`src/rtl/mem_rmw_ctrl.sv`:
```
// mem_rmw_ctrl: core-side load/store front end for a synchronous single-port RAM
// with a 1-cycle read latency. Word stores go straight to memory. A sub-word store
// is a read-modify-write: it reads in the accept cycle and writes the merged word
// in the following RMW_WR cycle. Loads read in the accept cycle, and the selected,
// extended lane is returned the cycle after.
//
// Ports
//   clk, reset          clock; asynchronous active-high reset
//   req_valid/_write/_addr/_wdata/_maskMode/_unsigned
//                       core request (maskMode: 0 byte, 1 half, 2/3 word)
//   req_ready           request can be accepted this cycle
//   busy                sub-word store is occupying the memory port
//   rdata, rdata_valid  load result and its strobe (rdata holds between loads)
//   misalign            one-cycle pulse after a rejected misaligned request
//   mem_addr/_rd_en/_wr_en/_wdata, mem_rdata
//                       RAM port (word-aligned address)
module mem_rmw_ctrl (
  input  logic        clk,
  input  logic        reset,
  input  logic        req_valid,
  input  logic        req_write,
  input  logic [31:0] req_addr,
  input  logic [31:0] req_wdata,
  input  logic [1:0]  req_maskMode,
  input  logic        req_unsigned,
  output logic        req_ready,
  output logic        busy,
  output logic [31:0] rdata,
  output logic        rdata_valid,
  output logic        misalign,
  output logic [31:0] mem_addr,
  output logic        mem_rd_en,
  output logic        mem_wr_en,
  output logic [31:0] mem_wdata,
  input  logic [31:0] mem_rdata
);

  localparam int unsigned DW  = 32;
  localparam int unsigned WAW = 30;  // word-address width
  localparam int unsigned HW  = 16;  // widest sub-word lane

  localparam logic [1:0] MODE_BYTE = 2'd0;
  localparam logic [1:0] MODE_HALF = 2'd1;

  typedef enum logic {
    IDLE   = 1'b0,
    RMW_WR = 1'b1
  } state_e;

  state_e           state_q, state_d;
  logic [WAW-1:0]   waddr_q, waddr_d;
  logic [1:0]       off_q, off_d;
  logic [1:0]       mode_q, mode_d;
  logic [HW-1:0]    wdata_q, wdata_d;  // only the low 16 bits can reach a sub-word lane
  logic             uns_q, uns_d;
  logic             ld_pend_q, ld_pend_d;
  logic             mis_q, mis_d;
  logic [DW-1:0]    rdata_q;

  logic             accept;
  logic             mis_req;
  logic             word_req;
  logic [DW-1:0]    merged;
  logic [DW-1:0]    ld_val;
  logic [7:0]       lane8;
  logic [HW-1:0]    lane16;

  // Request classification; maskMode 3 behaves as word.
  assign word_req = req_maskMode[1];
  assign mis_req  = ((req_maskMode == MODE_HALF) && req_addr[0]) ||
                    (word_req && (req_addr[1:0] != 2'b00));

  // Next-state and memory-port control.
  always_comb begin
    state_d   = state_q;
    waddr_d   = waddr_q;
    off_d     = off_q;
    mode_d    = mode_q;
    wdata_d   = wdata_q;
    uns_d     = uns_q;
    ld_pend_d = 1'b0;
    mis_d     = 1'b0;
    accept    = 1'b0;
    req_ready = 1'b0;
    busy      = 1'b0;
    mem_rd_en = 1'b0;
    mem_wr_en = 1'b0;
    mem_addr  = {req_addr[31:2], 2'b00};
    mem_wdata = req_wdata;

    case (state_q)
      IDLE: begin
        // Requests are ignored while reset is held.
        req_ready = ~reset;
        accept    = req_valid & ~reset;
        if (accept) begin
          if (mis_req) begin
            mis_d = 1'b1;
          end else begin
            waddr_d = req_addr[31:2];
            off_d   = req_addr[1:0];
            mode_d  = req_maskMode;
            uns_d   = req_unsigned;
            wdata_d = req_wdata[HW-1:0];
            if (req_write && word_req) begin
              mem_wr_en = 1'b1;
            end else begin
              mem_rd_en = 1'b1;
              if (req_write) begin
                state_d = RMW_WR;
              end else begin
                ld_pend_d = 1'b1;
              end
            end
          end
        end
      end
      RMW_WR: begin
        busy      = 1'b1;
        mem_wr_en = 1'b1;
        mem_addr  = {waddr_q, 2'b00};
        mem_wdata = merged;
        state_d   = IDLE;
      end
      default: state_d = IDLE;
    endcase
  end

  // Store merge: replace only the target lane of the word read back from memory.
  always_comb begin
    merged = mem_rdata;
    if (mode_q == MODE_BYTE) begin
      case (off_q)
        2'd0:    merged[7:0]   = wdata_q[7:0];
        2'd1:    merged[15:8]  = wdata_q[7:0];
        2'd2:    merged[23:16] = wdata_q[7:0];
        default: merged[31:24] = wdata_q[7:0];
      endcase
    end else if (off_q[1]) begin
      merged[31:16] = wdata_q;
    end else begin
      merged[15:0] = wdata_q;
    end
  end

  // Load lane selection and extension.
  always_comb begin
    case (off_q)
      2'd0:    lane8 = mem_rdata[7:0];
      2'd1:    lane8 = mem_rdata[15:8];
      2'd2:    lane8 = mem_rdata[23:16];
      default: lane8 = mem_rdata[31:24];
    endcase
    lane16 = off_q[1] ? mem_rdata[31:16] : mem_rdata[15:0];
    case (mode_q)
      MODE_BYTE: ld_val = uns_q ? {24'd0, lane8} : {{24{lane8[7]}}, lane8};
      MODE_HALF: ld_val = uns_q ? {16'd0, lane16} : {{16{lane16[15]}}, lane16};
      default:   ld_val = mem_rdata;
    endcase
  end

  // Read data arrives the cycle after the read strobe, so the result is presented
  // straight from mem_rdata in that cycle and held in rdata_q afterwards.
  assign rdata       = ld_pend_q ? ld_val : rdata_q;
  assign rdata_valid = ld_pend_q;
  assign misalign    = mis_q;

  // State and latched request fields.
  always_ff @(posedge clk or posedge reset) begin
    if (reset) begin
      state_q   <= IDLE;
      waddr_q   <= '0;
      off_q     <= '0;
      mode_q    <= '0;
      wdata_q   <= '0;
      uns_q     <= 1'b0;
      ld_pend_q <= 1'b0;
      mis_q     <= 1'b0;
      rdata_q   <= '0;
    end else begin
      state_q   <= state_d;
      waddr_q   <= waddr_d;
      off_q     <= off_d;
      mode_q    <= mode_d;
      wdata_q   <= wdata_d;
      uns_q     <= uns_d;
      ld_pend_q <= ld_pend_d;
      mis_q     <= mis_d;
      rdata_q   <= rdata;
    end
  end

endmodule

```
`config.mk`:
```
export PLATFORM = sky130hd
export DESIGN_NAME = mem_rmw_ctrl
export DESIGN_NICKNAME = d
export VERILOG_FILES = /design/src/rtl/mem_rmw_ctrl.sv
export SDC_FILE = /design/constraint.sdc
export NUM_CORES = 1
export LEC_CHECK = 0
export ABC_AREA = 0
export CORE_UTILIZATION = 55
export DETAILED_ROUTE_END_ITERATION = 6
export DONT_BUFFER_PORTS = 1
export PLACE_DENSITY_LB_ADDON = 0.15
export SETUP_SLACK_MARGIN = 0.02
export SYNTH_ARGS = -nofsm -noshare
export SYNTH_HDL_FRONTEND = slang
export SYNTH_SLANG_ARGS = --single-unit
```
`constraint.sdc`:
```
create_clock -name clk -period 3.2 [get_ports clk]
set_input_delay 0.64 -clock clk [delete_from_list [all_inputs] [get_ports clk]]
set_output_delay 0.64 -clock clk [all_outputs]
set_load 0.01 [all_outputs]
```
==> impl_metrics.py, run 1 <==
metrics = {
    "routing": {
        "drt-wirelength-per-cell_um": 24.0,
        "ant_nets": 0,
        "via_count": 4592,
        "post-route-drc-count": 0,
        "total_iterations_of_the_first_detailed_routing_run": 5,
        "avgViaCountPerCell": 6.71,
        "first_iter_violations": 294,
        "detail_route.wirelength_mm": 16.4,
    },
    "yosys": {
        "ys.warnings.count": 0,
        "yosysSeqAreaShare_pct": 38.5,
        "postSynthCellCount": 571,
        "distinct_cell_type_count_after_synthesis": 45,
        "postSynthRegisterBits": 86,
        "syn_avg_cell_area_um2": 9.80,
        "synth_edf_count": 0,
        "synth_flop_cell": "dfrtp_1",
        "netlist_area_mm2": 0.00560,
        "async_reset_ff_share_pct": 100,
    },
    "pwr": {
        "switchingPower_mw": 1.18,
        "finalPower_mw": 3.44,
        "power_frac_clock_pct": 25.9,
        "power.ir.vdd_worst_mv": 0.479,
        "seq_power_share_pct": 44.3,
        "power.switching_fraction_pct": 34.3,
        "powerDensity_mw_per_mm2": 584,
        "power.internal_mw": 2.26,
        "p_leak_nw": 2.46,
        "combPwrFrac_pct": 29.8,
    },
    "critical_path": {
        "required_ns": 2.56,
        "worstSetupPathType": "flip-flop to output port",
        "worst_setup_path_end_kind": "output port",
        "crit_start": "mode_q[0]$_DFFE_PP0P_",
        "startpoint_kind_of_the_worst_setup_timing_path": "flip-flop",
        "critPathMaxFanout": 17,
        "worst_reg2reg_startpoint": "state_q$_DFF_PP0_",
        "endpoint_arrival_time_on_the_critical_path_ns": 2.40,
    },
    "floorplan": {
        "fp_rows": 36,
        "die_h_um": 103,
        "die_w_um": 103,
        "pin_count": 205,
        "die-area_mm2": 0.0106,
        "core_region_area_mm2": 0.00982,
        "initial_utilization_pct": 57.0,
    },
    "cells_and_area": {
        "post_route_cells_drive_above_1_share_pct": 25.4,
        "design.final.nets": 649,
        "area_growth_pct": 5.19,
        "final_cell_area_mm2": 0.00589,
        "diodes": 0,
    },
    "placement": {
        "dp_hpwl_mm": 11.8,
        "place.port_buffers": 0,
        "dpl_cell_area_mm2": 0.00566,
        "gp_congestion": 0.917,
        "worst_slack_after_detailed_placement_ns": 0.651,
    },
    "global_route": {
        "grt_start_max_net_pins": 53,
        "globalRouteOverflowTotal": 0,
        "wire_length_of_the_first_global_routing_pass_mm": 24.5,
        "initial_antenna_violation_count": 0,
        "vias_in_the_first_global_route": 4505,
        "grt_util_all_layers_pct": 31.6,
    },
    "clock_network": {
        "insertion_delay_ns": 0.39,
        "clockBufferDepth": 2,
        "clock-sinks": 86,
        "clock_pin_slew_reported_for_the_worst_setup_and_hold_paths_after_clock_tree_synthesis_ns": 0.09,
        "total_of_hold_buffers_inserted_after_clock_tree_synthesis": 0,
        "cts_buffers": 9,
        "level_count_of_the_clock_h_tree": 3,
        "ctsRootBufferMaster": "clkbuf_8",
        "postCtsSetupRepairBufs": 0,
        "tritoncts": "yes",
    },
    "hold_path": {
        "worst_hold_path_type": "input port to async pin",
    },
    "timing": {
        "post-route-min-period_ns": 3.04,
        "layout_worst_path_cycle_share_pct": 95.1,
        "fin_skew_ns": 0.00925,
        "timing.final.max_slew_violations": 0,
        "report.final.setup_viol": 0,
        "setup_slack_ns": 0.158,
        "timing.setup.tns_ns": 0,
        "final-hold-violation-count": 0,
        "worstMarginPinSlew_ns": 0.689,
        "rsz0062_at_grt": "no",
        "relSlewSlack_pct": 54.1,
        "fmax_mhz": 329,
    },
    "status": {
        "status": "finished clean",
    },
    "flow_run": {
        "max_cap_violations": 0,
    },
}
[routing by layer]
metal / routed length (um) / part of all wire [%] / GRT usage, % / vias up
li1: - / - / - / 2076
met1: 6440 / 39 / 39.4 / 2281
met2: 7970 / 49 / 50.9 / 211
met3: 1680 / 10 / 11.5 / 24
met4: 339 / 2.1 / 10.5 / 0
met5: 0 / 0 / 0 / -
[cell type report]
type                    count  area [um2]
inverters                  39         150
fillers                   865        3930
flip-flops and latches     86        2160
well taps                 133         166
repair buffers             20         163
multi-input cells         390        3030
clock inverters             5        81.3
clock buffers              11         141
[synth_stat cells (all sizes together) (8+ instances only)]
master | count | share of area (%)
mux2 | 102 | 21
dfrtp | 86 | 38
inv | 39 | 2.6
o21ai | 34 | 3.0
nand3 | 33 | 3.2
nor2 | 31 | 2.1
clkbuf | 29 | 1.9
buf | 28 | 3.1
a211oi | 24 | 3.2
a31oi | 20 | 2.2
nand2 | 19 | 1.3
and3b | 17 | 2.7
o221ai | 17 | 2.7
o22ai | 17 | 1.9
nor4b | 16 | 2.5
and3 | 8 | 0.89
and4b | 8 | 1.4
[sequential cells by signal, summed over array words and instances (netlist names)]
| signal | flops |
|---|---|
| misalign | 1 |
| uns_q | 1 |
| state_q | 1 |
| rdata_valid | 1 |
| rdata_q | 32 |
| wdata_q | 16 |
| mode_q | 2 |
| waddr_q | 30 |
| off_q | 2 |
[through the flow]
step / cells / utilization, % / hold slack [ns]
floorplan: 572 / - / 0.459
global placement: 668 / 57.6 / 0.469
detailed placement: 668 / 57.6 / 0.473
CTS: 684 / 59.9 / 0.275
global route: 684 / 60.0 / 0.293
finish: 684 / 60.0 / 0.272
[cell usage in the layout, fill, tap and decap left out, types with 5 or more instances in the layout]
master,count
a211oi_1,24
a311oi_1,6
a31oi_1,20
and3_1,8
and3b_1,17
and4b_1,8
buf_4,19
clkbuf_8,10
dfrtp_1,84
inv_1,38
mux2_1,5
mux2_2,97
nand2_1,19
nand3_1,32
nor2_1,31
nor4b_1,16
o21ai_0,33
o221ai_1,17
o22ai_1,17
o31ai_1,6
o32ai_1,6
[power groups by stage]
stage | Sequential, mW | Combinational [mW] | Clock (mW)
CTS | 1.52 | 1.02 | 0.901
global placement | 1.52 | 0.981 | 0
global route | 1.56 | 1.12 | 0.947
detailed placement | 1.54 | 1.02 | 0
finish | 1.53 | 1.02 | 0.892
floorplan | 1.45 | 0.864 | 0
[worst paths after layout]
kind / endpoint / slack [ns] / cells after the start
worst min register to register: rdata_q[1]$_DFF_PP0_ / 0.50 / 2
min in group clk: rdata_valid$_DFF_PP0_ / 0.31 / 1
worst max-delay path: rdata[15] / 0.16 / 4
worst min-delay path: rdata_valid$_DFF_PP0_ / 0.27 / 2
worst max register to register: wdata_q[8]$_DFFE_PP0P_ / 1.06 / 4
max in group asynchronous: off_q[1]$_DFFE_PP0P_ / 2.32 / 2
[logic make-up after synthesis]
family                 Yosys count  synth area share [%]
and+or+nand+nor                145                  15.9
AOI/OAI and AO/OA              139                  17.0
muxes                          104                  20.9
buffers and inverters           96                  7.67
DFF                             86                  38.5
other                            1                0.0670
[what timing repair did]
action                                  CTS  global route
resized for setup                         0             2
endpoints found under the hold margin     0             0
endpoints found under the setup margin    0             2
[worst max-delay path, cell delays in order (launching register included)]
cell	delay, ns
dfrtp_1	0.42
or2_1	0.44
o32a_1	0.56
a211oi_1	0.42
buf_4	0.19
Note: power is estimated with default switching activity, not from simulation.
==> run 2: changes to the inputs <==
==> constraint.sdc (replaced) <==
create_clock -name clk -period 3.2 [get_ports clk]
set_input_delay 0.64 -clock clk [delete_from_list [all_inputs] [get_ports clk]]
set_output_delay 0.64 -clock clk [all_outputs]
set_load 0.05 [all_outputs]
==> impl_metrics.py, run 2 (synthesis gave the netlist of run 1 again) <==
metrics = {
    "cells_and_area": {
        "largest_register_ff_count": 32,
        "post_route_cells_drive_above_1_share_pct": 35.2,
        "area_growth_pct": 13.9,
        "final_cells": 737,
        "mostFrequentLayoutCell": "mux2_2",
        "commonest_cells_after_routing_fill_and_taps_aside": "97 x mux2_2, 83 x dfrtp_1, 70 x buf_4",
        "design.final.nets": 701,
        "fin_util_pct": 64.9,
        "biggestRegsByFlops": "rdata_q x32, waddr_q x30, wdata_q x16",
        "top_register": "rdata_q",
    },
    "critical_path": {
        "highest_delay_cell_along_the_critical_path": "o221ai_1",
        "critical_path.cell_chain": "inv_1 -> or3_1 -> o221ai_1",
        "endpoint_arrival_time_on_the_critical_path_ns": 2.58,
        "slowest_delay_ns": 1.02,
        "startpoint_kind_of_the_worst_setup_timing_path": "flip-flop",
        "ff2ff_path_depth": 3,
        "required_ns": 2.56,
        "worst_setup_path_end_kind": "output port",
        "worstSetupPathType": "flip-flop to output port",
        "critPathMaxFanout": 16,
    },
    "placement": {
        "place.port_buffers": 0,
        "place.detailed.instances": 720,
        "gp_congestion": 0.842,
        "dp_hpwl_mm": 11.9,
    },
    "timing": {
        "layout_worst_path_cycle_share_pct": 101,
        "fmax_mhz": 311,
        "report.final.setup_viol": 8,
        "post-route-min-period_ns": 3.22,
        "rsz0062_at_grt": "yes",
        "setup_slack_ns": -0.0206,
        "fin_skew_ns": 0.00849,
        "timing.final.max_slew_violations": 0,
        "relSlewSlack_pct": 21.0,
        "final-hold-violation-count": 0,
        "worstMarginPinSlew_ns": 1.18,
        "worst_hold_slack_ns": 0.249,
    },
    "routing": {
        "post-route-drc-count": 0,
        "avgViaCountPerCell": 6.48,
        "ant_nets": 0,
        "via_count": 4776,
        "first_iter_violations": 267,
        "detail_route.wirelength_mm": 16.7,
        "total_iterations_of_the_first_detailed_routing_run": 6,
        "drt-wirelength-per-cell_um": 22.6,
    },
    "floorplan": {
        "initial_utilization_pct": 57.0,
        "die-area_mm2": 0.0106,
        "fp_rows": 36,
        "die_h_um": 103,
        "pin_count": 205,
        "core_region_area_mm2": 0.00982,
        "die_w_um": 103,
    },
    "flow_run": {
        "max_cap_violations": 0,
    },
    "pwr": {
        "finalPower_mw": 4.12,
        "powerDensity_mw_per_mm2": 647,
        "p_leak_nw": 2.72,
        "power.ir.vdd_worst_mv": 0.407,
    },
    "clock_network": {
        "clock-sinks": 86,
        "total_of_hold_buffers_inserted_after_clock_tree_synthesis": 0,
        "clockBufferDepth": 2,
        "ctsRootBufferMaster": "clkbuf_8",
        "cts_buffers": 9,
        "insertion_delay_ns": 0.37,
        "level_count_of_the_clock_h_tree": 3,
        "tritoncts": "yes",
        "clock_pin_slew_reported_for_the_worst_setup_and_hold_paths_after_clock_tree_synthesis_ns": 0.08,
    },
    "global_route": {
        "vias_in_the_first_global_route": 4494,
        "initial_antenna_violation_count": 1,
        "globalRouteOverflowTotal": 0,
        "grt_start_max_net_pins": 70,
        "wire_length_of_the_first_global_routing_pass_mm": 24.7,
        "grt_util_all_layers_pct": 32.0,
    },
    "status": {
        "violations_in_the_final_reports": "setup timing",
        "status": "finished, violations left",
    },
    "hold_path": {
        "worst_hold_path_type": "input port to async pin",
    },
}
## run 2: per-layer routing
metal	wire length [um]	vias up	global-route usage [%]
li1	-	2188	-
met1	6690	2348	41.1
met2	8140	216	50.2
met3	1550	24	11.3
met4	316	0	10.8
met5	0	-	0
## run 2: critical path, delay by kind of cell, from the launching register on
| family | cells | cell delay (ns) |
|---|---|---|
| AO/OA/AOI/OAI | 1 | 1.02 |
| buffers and inverters | 1 | 0.09 |
| flip-flops | 1 | 0.53 |
| AND/OR/NAND/NOR | 1 | 0.57 |
## run 2: final timing paths
check / from / end / slack [ns]
setup reg to reg: rdata_valid$_DFF_PP0_ / rdata_q[24]$_DFF_PP0_ / 0.78
min in group clk: req_maskMode[1] / state_q$_DFF_PP0_ / 0.32
hold / removal: reset / rdata_q[0]$_DFF_PP0_ / 0.25
max in group asynchronous: reset / state_q$_DFF_PP0_ / 1.85
hold reg to reg: waddr_q[25]$_DFFE_PP0P_ / waddr_q[25]$_DFFE_PP0P_ / 0.50
setup / recovery: rdata_valid$_DFF_PP0_ / rdata[16] / -0.02
## run 2: through the flow
stage / cell area, um2 / TNS [ns] / setup WS (ns)
4_1_cts: 6350 / -0.0675 / -0.0211
2_1_floorplan: 5600 / -0.175 / -0.0583
6_report: 6370 / -0.0767 / -0.0206
3_3_place_gp: 6120 / 0 / 0.430
5_1_grt: 6370 / -1.05 / -0.161
3_5_place_dp: 6120 / 0 / 0.348
## run 2: timing repair
action | in CTS | in global routing
endpoints found under the hold margin | 0 | 0
setup buffers | 0 | 0
endpoints found under the setup margin | 15 | 18
resized for setup | 3 | 6
## run 2: area by class of cell
class / count / area, um2
fillers: 856 / 3440
diodes: 1 / 2.50
multi-input cells: 390 / 3130
repair buffers: 72 / 557
inverters: 39 / 150
well taps: 133 / 166
clock inverters: 5 / 83.8
clock buffers: 11 / 131
flip-flops and latches: 86 / 2160
## run 2: power breakdown
part	switching, mW	internal, mW
Clock	0.407	0.441
Sequential	0.155	1.35
Combinational	1.19	0.585
